## src/rtl/logic_sweep_unit.sv

```systemverilog
// Clocked bitwise two-input function unit: evaluates one registered (x, y) row,
// or sweeps every operand pair like a truth-table generator, over valid/ready.
module logic_sweep_unit #(
    parameter int WIDTH = 4
) (
    input  logic               clk,
    input  logic               rst_n,
    input  logic               start,
    input  logic               mode,
    input  logic [2:0]         op,
    input  logic [WIDTH-1:0]   a,
    input  logic [WIDTH-1:0]   b,
    input  logic               abort,
    input  logic               out_ready,
    output logic               out_valid,
    output logic [WIDTH-1:0]   x_out,
    output logic [WIDTH-1:0]   y_out,
    output logic [WIDTH-1:0]   s_out,
    output logic               busy,
    output logic               done,
    output logic [2*WIDTH:0]   nz_count
);

    // Handshake: a row transfers on every rising edge where out_valid and
    // out_ready are both high; while out_valid=1 and out_ready=0 the row holds.

    typedef enum logic [1:0] {
        S_IDLE = 2'd0,
        S_RUN  = 2'd1,
        S_DONE = 2'd2
    } state_t;

    state_t             state, state_nxt;
    logic [2:0]         op_q, op_nxt;
    logic               mode_q, mode_nxt;
    logic [WIDTH-1:0]   x_q, x_nxt;
    logic [WIDTH-1:0]   y_q, y_nxt;
    logic [WIDTH-1:0]   s_q, s_nxt;
    logic [2*WIDTH:0]   nz_q, nz_nxt;
    logic [2*WIDTH-1:0] xy_inc;
    logic               accept;
    logic               last_row;

    function automatic logic [WIDTH-1:0] eval_fn(
        input logic [2:0]       f,
        input logic [WIDTH-1:0] x,
        input logic [WIDTH-1:0] y
    );
        logic [WIDTH-1:0] r;
        case (f)
            3'd0:    r = x & ~y;
            3'd1:    r = ~(x | y);
            3'd2:    r = ~(x & y);
            3'd3:    r = x | y;
            3'd4:    r = x & y;
            3'd5:    r = x ^ y;
            3'd6:    r = ~(x ^ y);
            default: r = ~x;
        endcase
        return r;
    endfunction

    assign accept   = (state == S_RUN) && out_ready;
    assign last_row = &{x_q, y_q};
    // y is the low half, so the sweep walks y fastest.
    assign xy_inc   = {x_q, y_q} + (2*WIDTH)'(1);

    always_comb begin
        state_nxt = state;
        op_nxt    = op_q;
        mode_nxt  = mode_q;
        x_nxt     = x_q;
        y_nxt     = y_q;
        nz_nxt    = nz_q;
        case (state)
            S_IDLE: begin
                if (start) begin
                    state_nxt = S_RUN;
                    op_nxt    = op;
                    mode_nxt  = mode;
                    nz_nxt    = '0;
                    x_nxt     = mode ? '0 : a;
                    y_nxt     = mode ? '0 : b;
                end
            end
            S_RUN: begin
                // A row accepted on the abort edge still counts.
                if (accept && (s_q != '0))
                    nz_nxt = nz_q + (2*WIDTH+1)'(1);
                if (abort) begin
                    state_nxt = S_IDLE;
                end else if (accept) begin
                    if (!mode_q || last_row)
                        state_nxt = S_DONE;
                    else
                        {x_nxt, y_nxt} = xy_inc;
                end
            end
            S_DONE: begin
                state_nxt = S_IDLE;
            end
            default: begin
                state_nxt = S_IDLE;
            end
        endcase
        s_nxt = eval_fn(op_nxt, x_nxt, y_nxt);
    end

    always_ff @(posedge clk or negedge rst_n) begin
        if (!rst_n) begin
            state  <= S_IDLE;
            op_q   <= '0;
            mode_q <= 1'b0;
            x_q    <= '0;
            y_q    <= '0;
            s_q    <= '0;
            nz_q   <= '0;
        end else begin
            state  <= state_nxt;
            op_q   <= op_nxt;
            mode_q <= mode_nxt;
            x_q    <= x_nxt;
            y_q    <= y_nxt;
            s_q    <= s_nxt;
            nz_q   <= nz_nxt;
        end
    end

    assign out_valid = (state == S_RUN);
    assign busy      = (state == S_RUN);
    assign done      = (state == S_DONE);
    assign x_out     = x_q;
    assign y_out     = y_q;
    assign s_out     = s_q;
    assign nz_count  = nz_q;

endmodule

```

## config.mk

```make
export PLATFORM = sky130hd
export DESIGN_NAME = logic_sweep_unit
export DESIGN_NICKNAME = d
export VERILOG_FILES = /design/src/rtl/logic_sweep_unit.sv
export SDC_FILE = /design/constraint.sdc
export NUM_CORES = 1
export LEC_CHECK = 0
export ABC_AREA = 1
export CAP_MARGIN = 10
export CORE_ASPECT_RATIO = 0.8
export CORE_MARGIN = 4
export CORE_UTILIZATION = 47
export DETAILED_ROUTE_END_ITERATION = 6
export PLACE_DENSITY = 0.85
export SETUP_SLACK_MARGIN = 0.05
export SYNTH_ARGS = -nofsm -noshare
export SYNTH_HDL_FRONTEND = slang
export SYNTH_SLANG_ARGS = --single-unit
```

## constraint.sdc

```tcl
create_clock -name clk -period 2.7 [get_ports clk]
set_clock_uncertainty 0.15 [all_clocks]
set_input_delay 0.81 -clock clk [delete_from_list [all_inputs] [get_ports clk]]
set_output_delay 0.81 -clock clk [all_outputs]
set_load 0.02 [all_outputs]
```

# --- Word level (Yosys, flattened, before mapping) ---
# Index checks and enable logic that the tools add are counted.
word_totals:
  reg_bits: 27
  out_inout_bits: 24
  elab_cells: 65
classes:
  n_addsub: 2
  n_eq_ne: 12
  mux: 23
  bitwise: 9
  n_reduce_logical: 12
op_table:
  columns: ["cell", "count"]
  rows:
  - ["2-to-1 mux 4 bit", 10]
  - ["one-hot mux 4 bit (7 select lines)", 1]
  - ["inverter 4 bit", 5]
  - ["2-to-1 mux 9 bit", 2]
  - ["one-hot mux 9 bit (2 select lines)", 1]
  - ["one-hot mux 4 bit (2 select lines)", 2]
  - ["adder 9 x 1 -> 9 bit, second input constant", 1]
  - ["equality test 3 bit, second input constant", 3]
  - ["adder 8 x 1 -> 8 bit, second input constant", 1]
  - ["AND 4 bit", 2]
  - ["2-to-1 mux 2 bit", 4]
  - ["AND reduction 8 bit", 1]
  - ["equality test 3 x 2 -> 1 bit, second input constant", 2]
  - ["2-to-1 mux 3 bit", 2]
  - ["inequality test 3 x 2 -> 1 bit, second input constant", 2]
  - ["AND reduction 3 bit", 2]
  - ["OR 4 bit", 1]
  - ["one-hot mux 2 bit (2 select lines)", 1]
  - ["nonzero test 4 bit", 1]
  - ["XOR 4 bit", 1]
  - ["equality test 3 x 1 -> 1 bit, second input constant", 1]
  - ["zero test 3 bit", 1]
  - ["equality test 2 x 1 -> 1 bit, second input constant", 1]
  - ["equality test 2 bit, second input constant", 1]
  - ["other kinds (8)", 9]

# --- Logic depth before layout (Yosys ltp) ---
# Gate-level depths: netlist of the first run.
logic_depth:
  word_depth: 9
  mapped_depth: 20
  mapped_depth_nobuf: 20

# --- Worst setup path before layout of the first run ---
# Ideal clock, no wire load.
synth_timing:
  path_kind: "register -> register"
  startpoint: "register y_q[0], in the netlist y_out[0]"
  endpoint: "register s_q[3], in the netlist s_out[3]"
  arrival_ps: 2391
  t_required_ps: 2437
  slack_ps: 47
  path_stages_with_launch: 19
  path_buffers: 0
  period_less_slack_ps: 2653
  path_cell_list: "dfrtp_1 > ha_1 > nand2_1 > nor2_1 > nand2_2 > nand2_1 > o21ai_0 > nand2_1 > a21oi_1 > inv_1 > ha_1 > nand2_1 > o21ai_0 > nand2_1 > o21ai_0 > nor2_1 > nand3_1 > nand2_1 > inv_1"
synth_between:
  elab_chain_len: 9
synth_rtl:
  columns: ["item", "line_no", "rtl"]
  rows:
  - ["start: declaration", "37", "logic [WIDTH-1:0] y_q, y_nxt;"]
  - ["start signal: assignment", "123", "y_q <= y_nxt;"]
  - ["branches (longest 8 deep; another with adder 8 x 1 -> 8 bit)", null, null]
  - ["one-hot mux 4 bit (7 select lines) (*)", "50", "case (f)"]
  - ["net s_nxt[3]", "38", "logic [WIDTH-1:0] s_q, s_nxt;"]
  - ["end signal: assignment", "124", "s_q <= s_nxt;"]
  - ["end: declaration", "38", null]
# Mark *: on every way through the listed nets, which the timed path passes.
# A chain may end at the register's enable or synchronous reset.

# --- Worst setup path after layout of the first run ---
layout_timing:
  startpoint: "input a[2]"
  endpoint: "register s_q[2], in the netlist s_out[2]"
layout_between:
  elab_chain_len: 6
layout_rtl:
  columns: ["item", "line_no", "rtl"]
  rows:
  - ["start: declaration", "11", "input logic [WIDTH-1:0] a,"]
  - ["2-to-1 mux 4 bit (*)", "82", "x_nxt = mode ? '0 : a;"]
  - ["2-to-1 mux 4 bit (*)", "77", "if (start) begin"]
  - ["one-hot mux 4 bit (2 select lines) (*)", "75", "case (state)"]
  - ["XOR 4 bit (tied with other cells)", "56, 57", null]
  - ["inverter 4 bit, on equally long branches", "57, 52, 53", null]
  - ["one-hot mux 4 bit (7 select lines) (*)", "50", null]
  - ["net s_nxt[2]", "38", null]
# Mark *: on every way through the listed nets, which the timed path passes. The rest lies on a longest branch.

==> results of run 1 <==
-- where the power goes --
part,internal [mW],leakage [nW],switching (mW)
registers,0.525,0.344,0.132
clock network,0.105,0.0217,0.143
logic,0.736,1.13,0.962
total,1.37,1.50,1.24
-- critical path: stages --
cell	delay, ns
clkdlybuf4s50_1	0.41
inv_1	0.07
nor2_1	0.06
a211oi_2	0.19
nand2_1	0.10
nand2_2	0.09
inv_2	0.06
buf_4	0.13
ha_2	0.17
inv_1	0.05
nor2_1	0.04
nor2_1	0.11
nand2_1	0.06
nor2_1	0.10
nand2_1	0.07
nor2_1	0.10
nor2_1	0.04
-- layer usage --
metal,wire [um],GRT usage
met1,2600,0.302
met2,3490,0.413
met3,697,0.0595
met4,308,0.0519
met5,0,0
-- synthesized netlist by cell type (2+ instances only) --
master   number  area, um2
o21ai_2       3       26.3
dfrtp_1      27        676
nor4_1        2       12.5
ha_1         10        125
nand2_2       4       25.0
nand3_1      32        160
a21oi_1       9       45.0
buf_6         4       45.0
nor3_1        3       15.0
nand4_1      18        113
nand2_1      58        218
o21ai_0      18       90.1
inv_1        58        218
nand3_2       2       20.0
nor2_1       40        150
nor2_2        2       12.5
-- repair_timing --
item                                    CTS  global route
hold buffers                              0             0
pin swaps                                15            27
setup buffers                             5             5
gates resized for setup                  33            36
cloned                                    0             0
endpoints found under the setup margin    6            12
-- how the worst max path moves through the flow --
| stage | from | end | slack [ns] | depth (start not counted) |
|---|---|---|---|---|
| 3_5_place_dp | out_ready | s_out[3] | -0.66 | 17 |
| 2_1_floorplan | y_out[0] | s_out[2] | 0.08 | 20 |
| 6_report | a[2] | s_out[2] | 0.06 | 17 |
| 5_1_grt | x_out[2] | s_out[0] | -0.08 | 18 |
| 3_3_place_gp | start | s_out[3] | -0.56 | 15 |
| 4_1_cts | abort | s_out[3] | -0.04 | 18 |
-- state kept, by name, indices dropped and copies added, names as in the netlist --
name      cells
nz_count      9
mode_q        1
x_out         4
s_out         4
op_q          3
y_out         4
state         2
-- stage by stage --
| step | power, mW | setup TNS, ns | cells |
|---|---|---|---|
| after floorplan | 1.45 | 0 | 302 |
| after global placement | 2.04 | -2.07 | 437 |
| after detailed placement | 2.10 | -2.45 | 437 |
| after CTS | 2.44 | -0.0440 | 446 |
| after global routing | 2.76 | -0.170 | 451 |
| final | 2.60 | 0 | 451 |
-- layout by cell type (no fill, tap or decap), types with 2 or more instances in the layout --
cell type,netlist,final
inv_2,1,9
nand2_4,0,2
clkbuf_8,0,3
buf_6,4,5
clkbuf_2,0,2
o21ai_2,3,3
nor4_1,2,2
ha_1,10,3
buf_4,1,50
nor2_4,1,3
nand2_2,4,12
a21oi_1,9,8
nand3_1,32,28
o21ai_0,18,16
nand2_1,58,48
nor3_2,1,3
inv_1,58,50
nor2_2,2,9
ha_4,0,5
clkdlybuf4s50_1,0,34
dlygate4sd2_1,0,3
o21ai_1,1,3
nor2_1,40,31
nand4_1,18,18
ha_2,0,2
nand3_2,2,5
dfrtp_1,27,26
-- cell families after synthesis --
kind of cell | Yosys count
flip-flops | 27
buffers and inverters | 65
AO/OA/AOI/OAI | 36
XOR/XNOR | 1
adder cells (fa/ha/maj) | 10
AND/OR/NAND/NOR | 163
-- area by class of cell --
class	count	area, um2	area share
multi-input combinational	210	1270	0.411
timing repair buffer	94	808	0.261
sequential	27	677	0.218
inverter	59	221	0.0714
tap	57	71.3	0.0230
clock buffer	3	41.3	0.0133
clock inverter	1	7.51	0.00242
==> impl_table.tex, run 1 <==
\begin{tabular}{lr}
\hline
Metric & Value \\
\hline
\multicolumn{2}{l}{\textbf{Status}} \\
\quad Result of the run & finished clean \\
\multicolumn{2}{l}{\textbf{Worst setup path}} \\
\quad Crit path kind & input port to register \\
\quad Maximum fanout encountered on the critical timing path & 2 \\
\quad Worst path required time & between 2 and 3 ns \\
\quad Register-to-register path setup slack & about 0.080 ns \\
\quad Reg-to-Reg Start & y\_out[3] \\
\quad Count of cells along the worst register-to-register path & 16 \\
\quad Worst R2R End & s\_out[3] \\
\quad Element type at the critical path start & input port \\
\quad Endpoint kind of the worst setup timing path & register \\
\quad Data arrival time of the critical path & around 2.7 ns \\
\multicolumn{2}{l}{\textbf{Route}} \\
\quad Routed via count divided by cell count & about 5.7 \\
\quad Number of detailed-routing iterations run before antenna repair & 6 \\
\quad Initial DRC Count & 392 \\
\quad Total DRC errors in the routed layout & 0 \\
\quad Antenna-violating nets left & 0 \\
\quad Total vias in the final route & 2561 \\
\quad Wire length after detailed routing & 7.10 mm \\
\quad Wire length per cell & 15.7 um \\
\multicolumn{2}{l}{\textbf{Final layout}} \\
\quad Final instance area & 3100 um2 \\
\quad Final design utilization & 0.742 \\
\quad Synthesis-to-finish area growth & 52.0\% \\
\quad Antenna fix cells & 0 \\
\quad Number of nets in the layout & 422 \\
\quad Fill count & 288 \\
\quad Share of cells above drive strength 1 & 0.302 \\
\multicolumn{2}{l}{\textbf{Clocking}} \\
\quad Clock-pin slew on the worst setup and hold paths & 0.10 ns \\
\quad CTS sink cnt & 27 \\
\quad Clock root buffer master & clkbuf\_8 \\
\quad Total clock buffers created by CTS & 3 \\
\quad CTS tree & built \\
\quad Worst-Skew Late Latency & 0.29 ns \\
\quad CTS H-Tree Depth & 1 \\
\quad CTS max path bufs & 2 \\
\multicolumn{2}{l}{\textbf{Synth}} \\
\quad Post-synth cell types & 28 \\
\quad Simple-gate share of the synthesized area & 0.366 \\
\quad Compound-Gate Fraction of Synth Area & 0.100 \\
\quad Adder and majority cell fraction of the synthesized area & 0.0613 \\
\quad Synthesized flop and latch total & 27 \\
\quad Yosys synthesis warning count & 0 \\
\quad Post-Synth XOR/XNOR Area & 0.00429 \\
\quad Fraction of registers with async set or reset after synthesis & 1.00 \\
\quad Post-synth design cell area & around 2000 um2 \\
\quad Post-synthesis cell count & about 300 \\
\quad Mapped Avg Cell Area & roughly 6.8 um2 \\
\quad Leading register cell type out of synthesis & dfrtp\_1 \\
\quad Post-synthesis sequential area ratio & 0.331 \\
\quad Post-Syn Nets & roughly 330 \\
\quad Number of synthesized flops with an enable pin & 0 \\
\quad Share of cell area taken by muxes after synthesis & 0 \\
\quad Largest family of logic cells by synthesized area & simple AND/OR/NAND/NOR gates \\
\multicolumn{2}{l}{\textbf{Timing}} \\
\quad Worst Setup Slack, final & approximately 0.057 ns \\
\quad Final hold violation count & 0 \\
\quad Final slew viol count & 0 \\
\quad Highest clock rate & approximately 380 MHz \\
\quad Hold\_ws & around 0.42 ns \\
\quad Final setup violating endpoints & 0 \\
\quad Period Utilization, post-route & 0.979 \\
\quad RSZ-0062 raised after global routing & yes \\
\quad Actual slew at the worst max-slew pin & around 0.41 ns \\
\quad Min Tclk post-route & between 2 and 3 ns \\
\quad Worst slew slack as a fraction of its limit & 0.727 \\
\multicolumn{2}{l}{\textbf{GRT}} \\
\quad Number of global-route vias before repair & approximately 2300 \\
\quad Global routing usage summed across all routing layers & 0.240 \\
\quad Largest net degree at the start of global routing & 28 \\
\quad Grt total ovfl & 0 \\
\quad Antenna violations before repair & 0 \\
\quad Wire length of the first global-routing pass & 10.2 mm \\
\multicolumn{2}{l}{\textbf{Floorplan}} \\
\quad Die outline width & 81.7 um \\
\quad Core Region & 4180 um2 \\
\quad Initial cell density of the core & 0.488 \\
\quad DIE AREA & 5460 um2 \\
\quad Number of rows created at floorplan & 21 \\
\quad Die Y & $\sim$67 um \\
\quad Num ports & slightly above 40 \\
\multicolumn{2}{l}{\textbf{Place}} \\
\quad GP Congestion & $\sim$1.0 \\
\quad Placement-stage cell area & between 2000 and 3000 um2 \\
\quad HPWL after detailed placement & around 4.8 mm \\
\quad I/O Buffers & 40 \\
\quad Worst setup slack after placement & -0.658 ns \\
\multicolumn{2}{l}{\textbf{Min path}} \\
\quad Hold/Removal Path Class & register to register \\
\quad Worst Hold Depth & 2 \\
\quad Worst hold path startpoint & nz\_count[1] \\
\quad Endpoint with the worst hold slack & nz\_count[1] \\
\multicolumn{2}{l}{\textbf{Pwr}} \\
\quad Static power due to leakage & approximately 1.5 nW \\
\quad Highest ir drop seen on vdd & approximately 0.42 mV \\
\quad Cell Pwr Density & about 840 nW/um2 \\
\multicolumn{2}{l}{\textbf{Flow run}} \\
\quad Number of max-cap violations & 0 \\
\hline
\end{tabular}
Power figures use the tool's default switching activity.
==> run 2, diff against run 1 <==
--- a/config.mk
+++ b/config.mk
@@ -8,10 +8,9 @@
 export ABC_AREA = 1
 export CAP_MARGIN = 10
 export CORE_ASPECT_RATIO = 0.8
-export CORE_MARGIN = 4
-export CORE_UTILIZATION = 47
+export CORE_UTILIZATION = 35
 export DETAILED_ROUTE_END_ITERATION = 6
-export PLACE_DENSITY = 0.85
+export PLACE_DENSITY = 0.68
 export SETUP_SLACK_MARGIN = 0.05
 export SYNTH_ARGS = -nofsm -noshare
 export SYNTH_HDL_FRONTEND = slang
==> impl_table.tex, run 2 (synthesis gave the netlist of run 1 again) <==
\begin{tabular}{lr}
\hline
Metric & Value \\
\hline
\multicolumn{2}{l}{\textbf{GRT}} \\
\quad Antenna violations before repair & 0 (unchanged) \\
\quad Wire length of the first global-routing pass & 9.78 mm (was 10.2 mm) \\
\quad Global routing usage summed across all routing layers & 0.202 (was 0.240) \\
\quad Grt total ovfl & 0 (unchanged) \\
\quad Number of global-route vias before repair & 2115 (was 2278) \\
\quad Largest net degree at the start of global routing & 28 (unchanged) \\
\multicolumn{2}{l}{\textbf{Floorplan}} \\
\quad DIE AREA & 6140 um2 (was 5460 um2) \\
\quad Die Y & 70.3 um (was 66.9 um) \\
\quad Core Region & 5530 um2 (was 4180 um2) \\
\quad Initial cell density of the core & 0.369 (was 0.488) \\
\quad Number of rows created at floorplan & 24 (was 21) \\
\quad Num ports & 41 (unchanged) \\
\quad Die outline width & 87.3 um (was 81.7 um) \\
\multicolumn{2}{l}{\textbf{Worst setup path}} \\
\quad Master of the slowest instance on the critical path & ha\_4 (was clkdlybuf4s50\_1) \\
\quad Maximum fanout encountered on the critical timing path & 6 (was 2) \\
\quad Endpoint kind of the worst setup timing path & register (unchanged) \\
\quad Delay of the slowest critical-path stage & 0.23 ns (was 0.41 ns) \\
\quad Cell-by-cell trace of the critical path & buf\_2 > inv\_2 > buf\_6 > nand3\_4 > nor2\_4 > nand3\_2 > nand2\_1 > nand2\_2 > a21oi\_4 > ha\_4 > nand2\_1 > o21ai\_1 > nand2\_1 > o21ai\_1 > nor2\_1 > nand3\_1 > nand2\_1 > inv\_1 (was clkdlybuf4s50\_1 > inv\_1 > nor2\_1 > a211oi\_2 > nand2\_1 > nand2\_2 > inv\_2 > buf\_4 > ha\_2 > inv\_1 > nor2\_1 > nor2\_1 > nand2\_1 > nor2\_1 > nand2\_1 > nor2\_1 > nor2\_1) \\
\quad Crit path kind & input port to register (unchanged) \\
\quad Data arrival time of the critical path & 2.65 ns (was 2.68 ns) \\
\quad Element type at the critical path start & input port (unchanged) \\
\quad Worst path required time & 2.75 ns (was 2.74 ns) \\
\quad Cell repeated most along the worst path & nand2\_1 (was nor2\_1) \\
\quad Register-to-register path setup slack & 0.1 ns (was 0.08 ns) \\
\multicolumn{2}{l}{\textbf{Final layout}} \\
\quad Top library cells by usage in the layout, fill and taps aside & nand2\_1, inv\_1, buf\_4 (was inv\_1, buf\_4, nand2\_1) \\
\quad Synthesis-to-finish area growth & 54.2\% (was 52.0\%) \\
\quad Number of nets in the layout & 423 (was 422) \\
\quad Final design utilization & 0.569 (was 0.742) \\
\quad Antenna fix cells & 0 (unchanged) \\
\quad Share of cells above drive strength 1 & 0.294 (was 0.302) \\
\quad Most common cell after layout, fill and taps aside & nand2\_1 \\
\quad Final instance area & 3150 um2 (was 3100 um2) \\
\quad Number of flip-flops in the largest register & 9 (unchanged) \\
\quad Fill count & 534 (was 288) \\
\multicolumn{2}{l}{\textbf{Pwr}} \\
\quad Clock power frac & 0.098 (was 0.095) \\
\quad Combinational cell fraction of total power & 0.641 (was 0.652) \\
\quad Switching share of total power & 0.465 (was 0.475) \\
\quad Static power due to leakage & 1.51 nW (was 1.50 nW) \\
\quad Total power & 2.54 mW (was 2.60 mW) \\
\quad Highest ir drop seen on vdd & 0.294 mV (was 0.422 mV) \\
\quad Net switching component of the power & 1.18 mW (was 1.24 mW) \\
\quad Internal Power & 1.36 mW (was 1.37 mW) \\
\quad Cell Pwr Density & 808 nW/um2 (was 840 nW/um2) \\
\quad Flop pwr share & 0.261 (was 0.252) \\
\multicolumn{2}{l}{\textbf{Route}} \\
\quad Antenna-violating nets left & 0 (unchanged) \\
\quad Routed via count divided by cell count & 5.01 (was 5.68) \\
\quad Wire length per cell & 13.3 um (was 15.7 um) \\
\quad Initial DRC Count & 177 (was 392) \\
\quad Number of detailed-routing iterations run before antenna repair & 4 (was 6) \\
\quad Total vias in the final route & 2370 (was 2561) \\
\quad Total DRC errors in the routed layout & 0 (unchanged) \\
\quad Wire length after detailed routing & 6.30 mm (was 7.10 mm) \\
\multicolumn{2}{l}{\textbf{Timing}} \\
\quad Actual slew at the worst max-slew pin & 0.407 ns (was 0.409 ns) \\
\quad Total Negative Setup Slacks & 0 ns (unchanged) \\
\quad RSZ-0062 raised after global routing & yes (unchanged) \\
\quad Worst slew slack as a fraction of its limit & 0.729 (was 0.727) \\
\quad Final setup violating endpoints & 0 (unchanged) \\
\quad Min Tclk post-route & 2.60 ns (was 2.64 ns) \\
\quad Period Utilization, post-route & 0.965 (was 0.979) \\
\quad Final hold violation count & 0 (unchanged) \\
\quad Final slew viol count & 0 (unchanged) \\
\quad Highest clock rate & 384 MHz (was 378 MHz) \\
\multicolumn{2}{l}{\textbf{Place}} \\
\quad HPWL after detailed placement & 4.60 mm (was 4.78 mm) \\
\quad I/O Buffers & 40 (unchanged) \\
\quad GP Congestion & 0.943 (was 1.02) \\
\quad Placement-stage cell area & 2850 um2 (was 2790 um2) \\
\multicolumn{2}{l}{\textbf{Clocking}} \\
\quad Total clock buffers created by CTS & 3 (unchanged) \\
\quad CTS sink cnt & 27 (unchanged) \\
\quad CTS H-Tree Depth & 1 (unchanged) \\
\quad Worst-Skew Late Latency & 0.28 ns (was 0.29 ns) \\
\quad CTS max path bufs & 2 (unchanged) \\
\quad Number of hold-repair buffers added at the cts stage & 0 (unchanged) \\
\quad Clock-pin slew on the worst setup and hold paths & 0.11 ns (was 0.10 ns) \\
\quad Clock root buffer master & clkbuf\_8 (unchanged) \\
\quad CTS tree & built (unchanged) \\
\multicolumn{2}{l}{\textbf{Min path}} \\
\quad Hold/Removal Path Class & register to register (unchanged) \\
\multicolumn{2}{l}{\textbf{Flow run}} \\
\quad Number of max-cap violations & 0 (unchanged) \\
\multicolumn{2}{l}{\textbf{Status}} \\
\quad Result of the run & finished clean (unchanged) \\
\hline
\end{tabular}
[run 2: final cells by class]
type	count	area (um2)	area share
Clock buffer	3	41.3	0.0131
Clock inverter	1	7.51	0.00239
Inverter	59	224	0.0712
Multi-Input combinational cell	210	1280	0.407
Sequential cell	27	677	0.215
Tap cell	78	97.6	0.0310
Timing Repair Buffer	95	818	0.260
[run 2: worst paths after layout]
path	start	endpoint	depth (start not counted)
max	abort	s_out[3]	18
min	nz_count[1]	nz_count[1]	2
max reg2reg	state[0]	s_out[3]	17
min reg2reg	nz_count[1]	nz_count[1]	2
max in group asynchronous	rst_n	x_out[2]	2
min in group asynchronous	rst_n	mode_q	2
[run 2: through the flow]
step | hold slack, ns | std cells | setup slack (ns)
6_report | 0.406 | 473 | 0.0955
3_5_place_dp | 0.379 | 463 | -0.625
5_1_grt | 0.442 | 473 | -0.00371
3_3_place_gp | 0.361 | 463 | -0.604
4_1_cts | 0.404 | 470 | 0.0448
2_1_floorplan | 0.364 | 302 | 0.0760
[run 2: routing by layer]
metal / GRT usage / vias up / wire length (um)
li1: - / 1158 / -
met3: 0.0343 / 6 / 287
met2: 0.330 / 63 / 3030
met5: 0 / - / 0
met1: 0.284 / 1143 / 2930
met4: 0.0346 / 0 / 61
[run 2: power by group through the flow]
stage	combinational, mW	sequential (mW)	clock [mW]
finish	1.63	0.662	0.250
global route	1.77	0.675	0.272
CTS	1.51	0.644	0.251
detailed placement	1.45	0.651	0
global placement	1.43	0.650	0
floorplan	0.700	0.745	0
[run 2: critical path, delay by kind of cell]
family | cells | cell delay [ns]
AND/OR/NAND/NOR | 10 | 0.99
AO/OA/AOI/OAI | 3 | 0.31
buffers and inverters | 4 | 0.30
adder cells (fa/ha/maj) | 1 | 0.23
[run 2: repair_timing]
item	CTS	global route
buffers inserted	3	3
pin swaps	23	24
resized for setup	33	40
endpoints found under the setup margin	6	6
==> run 3, diff against run 2 <==
--- a/config.mk
+++ b/config.mk
@@ -5,13 +5,14 @@
 export SDC_FILE = /design/constraint.sdc
 export NUM_CORES = 1
 export LEC_CHECK = 0
-export ABC_AREA = 1
 export CAP_MARGIN = 10
 export CORE_ASPECT_RATIO = 0.8
 export CORE_UTILIZATION = 35
 export DETAILED_ROUTE_END_ITERATION = 6
 export PLACE_DENSITY = 0.68
 export SETUP_SLACK_MARGIN = 0.05
+export SLEW_MARGIN = 10
 export SYNTH_ARGS = -nofsm -noshare
 export SYNTH_HDL_FRONTEND = slang
 export SYNTH_SLANG_ARGS = --single-unit
+export TNS_END_PERCENT = 1
==> impl_table.tex, run 3 <==
\begin{tabular}{lr}
\hline
Metric & Value \\
\hline
\multicolumn{2}{l}{\textbf{Status}} \\
\quad Result of the run & finished with violations (was finished clean) \\
\quad Failing checks & negative setup slack \\
\multicolumn{2}{l}{\textbf{Worst setup path}} \\
\quad Maximum fanout encountered on the critical timing path & 7 (was 6) \\
\quad Worst R2R End & s\_out[1] (was s\_out[3]) \\
\quad Element type at the critical path start & input port (unchanged) \\
\quad Register-to-register path setup slack & -0.46 ns (was 0.1 ns) \\
\quad Worst path required time & 2.72 ns (was 2.75 ns) \\
\quad Data arrival time of the critical path & 3.20 ns (was 2.65 ns) \\
\quad Endpoint kind of the worst setup timing path & register (unchanged) \\
\quad End of the critical path & s\_out[1] (was s\_out[3]) \\
\quad Crit path kind & input port to register (unchanged) \\
\quad Reg-to-Reg Start & y\_out[1] (was state[0]) \\
\quad Worst setup path startpoint & abort (unchanged) \\
\quad Count of cells along the worst register-to-register path & 12 (was 17) \\
\multicolumn{2}{l}{\textbf{Synth}} \\
\quad Yosys synthesis warning count & 0 (unchanged) \\
\quad Mapped Avg Cell Area & 8.96 um2 (was 6.75 um2) \\
\quad Most area-hungry cell type in the Yosys netlist & dfrtp\_1 (unchanged) \\
\quad Number of synthesized flops with an enable pin & 0 (unchanged) \\
\quad Post-synth cell types & 66 (was 28) \\
\quad Area fraction of the dominant cell type after synthesis & 0.322 (was 0.331) \\
\quad Post-synthesis sequential area ratio & 0.322 (was 0.331) \\
\quad Commonest cells post-synth & dfrtp\_1, nand2\_1, a21oi\_1 (was inv\_1, nand2\_1, nor2\_1) \\
\quad Fraction of registers with async set or reset after synthesis & 1.00 (unchanged) \\
\quad Count leader, synth & dfrtp\_1 \\
\quad Post-Syn Nets & 261 (was 329) \\
\quad Post-synthesis cell count & 234 (was 302) \\
\quad Leading register cell type out of synthesis & dfrtp\_1 (unchanged) \\
\quad Post-synth design cell area & 2100 um2 (was 2040 um2) \\
\quad Ranking of synthesized cells by area & dfrtp\_1, ha\_1, a21oi\_1 (was dfrtp\_1, inv\_1, nand2\_1) \\
\quad Synthesized flop and latch total & 27 (unchanged) \\
\multicolumn{2}{l}{\textbf{Route}} \\
\quad Total vias in the final route & 2344 (was 2370) \\
\quad Number of detailed-routing iterations run before antenna repair & 4 (unchanged) \\
\quad Wire length per cell & 16.6 um (was 13.3 um) \\
\quad Initial DRC Count & 111 (was 177) \\
\quad Antenna-violating nets left & 0 (unchanged) \\
\quad Routed via count divided by cell count & 5.55 (was 5.01) \\
\quad Wire length after detailed routing & 7.01 mm (was 6.30 mm) \\
\quad Total DRC errors in the routed layout & 0 (unchanged) \\
\multicolumn{2}{l}{\textbf{Timing}} \\
\quad Final slew viol count & 0 (unchanged) \\
\quad Highest clock rate & 314 MHz (was 384 MHz) \\
\quad Hold\_ws & 0.401 ns (was 0.406 ns) \\
\quad Final setup violating endpoints & 4 (was 0) \\
\quad Min Tclk post-route & 3.18 ns (was 2.60 ns) \\
\quad Worst Setup Slack, final & -0.480 ns (was 0.0955 ns) \\
\quad Worst slew slack as a fraction of its limit & 0.680 (was 0.729) \\
\quad Actual slew at the worst max-slew pin & 0.467 ns (was 0.407 ns) \\
\quad RSZ-0062 raised after global routing & yes (unchanged) \\
\quad Period Utilization, post-route & 1.18 (was 0.965) \\
\quad Final hold violation count & 0 (unchanged) \\
\multicolumn{2}{l}{\textbf{Floorplan}} \\
\quad DIE AREA & 6300 um2 (was 6140 um2) \\
\quad Number of rows created at floorplan & 24 (unchanged) \\
\quad Core Region & 5620 um2 (was 5530 um2) \\
\quad Die outline width & 88.5 um (was 87.3 um) \\
\quad Num ports & 41 (unchanged) \\
\quad Die Y & 71.2 um (was 70.3 um) \\
\quad Initial cell density of the core & 0.373 (was 0.369) \\
\multicolumn{2}{l}{\textbf{Pwr}} \\
\quad Highest ir drop seen on vdd & 0.440 mV (was 0.294 mV) \\
\quad Static power due to leakage & 1.48 nW (was 1.51 nW) \\
\quad Cell Pwr Density & 850 nW/um2 (was 808 nW/um2) \\
\multicolumn{2}{l}{\textbf{GRT}} \\
\quad Global routing usage summed across all routing layers & 0.235 (was 0.202) \\
\quad Largest net degree at the start of global routing & 28 (unchanged) \\
\quad Antenna violations before repair & 0 (unchanged) \\
\quad Number of global-route vias before repair & 2325 (was 2115) \\
\quad Grt total ovfl & 0 (unchanged) \\
\quad Wire length of the first global-routing pass & 11.4 mm (was 9.78 mm) \\
\multicolumn{2}{l}{\textbf{Final layout}} \\
\quad Fill count & 501 (was 534) \\
\quad Final design utilization & 0.604 (was 0.569) \\
\quad Number of nets in the layout & 372 (was 423) \\
\quad Top library cells by usage in the layout, fill and taps aside & buf\_4, clkdlybuf4s50\_1, dfrtp\_1 (was nand2\_1, inv\_1, buf\_4) \\
\quad Final instance area & 3390 um2 (was 3150 um2) \\
\quad Number of flip-flops in the largest register & 9 (unchanged) \\
\quad Most common cell after layout, fill and taps aside & buf\_4 (was nand2\_1) \\
\quad Synthesis-to-finish area growth & 61.8\% (was 54.2\%) \\
\quad Share of cells above drive strength 1 & 0.363 (was 0.294) \\
\quad Antenna fix cells & 0 (unchanged) \\
\multicolumn{2}{l}{\textbf{Clocking}} \\
\quad Total clock buffers created by CTS & 3 (unchanged) \\
\quad CTS sink cnt & 27 (unchanged) \\
\quad CTS tree & built (unchanged) \\
\quad Number of hold-repair buffers added at the cts stage & 0 (unchanged) \\
\quad Clock root buffer master & clkbuf\_8 (unchanged) \\
\quad Worst-Skew Late Latency & 0.28 ns (about the same) \\
\quad Clock-pin slew on the worst setup and hold paths & 0.10 ns (was 0.11 ns) \\
\quad CTS max path bufs & 2 (unchanged) \\
\quad CTS H-Tree Depth & 1 (unchanged) \\
\multicolumn{2}{l}{\textbf{Place}} \\
\quad I/O Buffers & 40 (unchanged) \\
\quad HPWL after detailed placement & 5.28 mm (was 4.60 mm) \\
\quad GP Congestion & 0.866 (was 0.943) \\
\quad Placement-stage cell area & 3140 um2 (was 2850 um2) \\
\multicolumn{2}{l}{\textbf{Flow run}} \\
\quad Number of max-cap violations & 0 (unchanged) \\
\multicolumn{2}{l}{\textbf{Min path}} \\
\quad Hold/Removal Path Class & register to register (unchanged) \\
\hline
\end{tabular}
run 3: cell count changes after synthesis, sizes merged, moves of 4 or more:
cell	previous run	this run
a2111oi	0	4
a211oi	1	6
a21oi	10	17
and3	0	6
inv	59	17
mux2i	0	5
nand2	62	18
nand3	34	9
nand4	18	2
nor2	43	13
o211ai	0	4
o21ai	22	9
xor2	1	6
run 3: worst min path at each step:
stage                startpoint     endpoint  slack, ns  cells past startpoint
floorplan                mode_q       mode_q       0.33                      2
global route        nz_count[0]  nz_count[0]       0.45                      1
CTS                 nz_count[0]  nz_count[0]       0.41                      1
global placement    nz_count[8]  nz_count[8]       0.37                      2
finish              nz_count[0]  nz_count[0]       0.40                      1
detailed placement  nz_count[0]  nz_count[0]       0.39                      1
run 3: cells by family (layout without fill, tap and decap cells):
kind of cell	Yosys count	in the layout	share of synthesized area
simple gates	76	76	0.207
compound gates	77	77	0.267
fa+ha+maj	10	10	0.0597
buf+inv	28	138	0.0591
flops	27	27	0.322
mux	7	7	0.0472
xor+xnor	9	9	0.0376
run 3: report_power, final:
| part | leakage (nW) | total (mW) | internal, mW | switching, mW |
|---|---|---|---|---|
| clock network | 0.0228 | 0.247 | 0.106 | 0.141 |
| logic | 1.11 | 2.02 | 0.989 | 1.03 |
| registers | 0.347 | 0.612 | 0.518 | 0.0941 |
run 3: per-layer routing:
metal  track usage  vias up  routed length (um)
met5             0        -                   0
met4        0.0305        0                  32
met3        0.0323        6                 528
met2         0.384       92                3270
met1         0.340     1138                3180
li1              -     1108                   -
run 3: stage by stage:
step                      setup TNS, ns  total power [mW]  setup slack, ns  instances
after floorplan                   -1.38              1.56           -0.569        234
after global placement            -5.83              2.36            -1.11        416
after detailed placement          -6.43              2.41            -1.16        416
after CTS                         -1.60              2.74           -0.573        422
after global routing              -2.01              3.07           -0.593        422
final                             -1.49              2.88           -0.480        422
run 3: area by class of cell:
class                      instances  area (um2)  area share
tap                               78        97.6      0.0288
timing repair buffer             116         978       0.289
clock buffer                       4        45.0      0.0133
multi-input combinational        179        1530       0.450
inverter                          18        68.8      0.0203
sequential                        27         676       0.199
run 3: repair_timing:
item	4_1_cts	5_1_grt
setup endpoints to repair	10	4
pin swaps	9	8
setup buffers	2	0
resized for setup	32	19
run 3: critical path, cell delays in order:
cell and delay, ns:
buf_6 0.09, nand3b_1 0.16, buf_6 0.16, a2111oi_4 0.21, mux2i_1 0.14, a221o_2 0.40
ha_4 0.29, nand3_4 0.07, o311ai_4 0.09, o2bb2ai_2 0.14, a22oi_2 0.20, o31ai_2 0.10
a221o_1 0.32
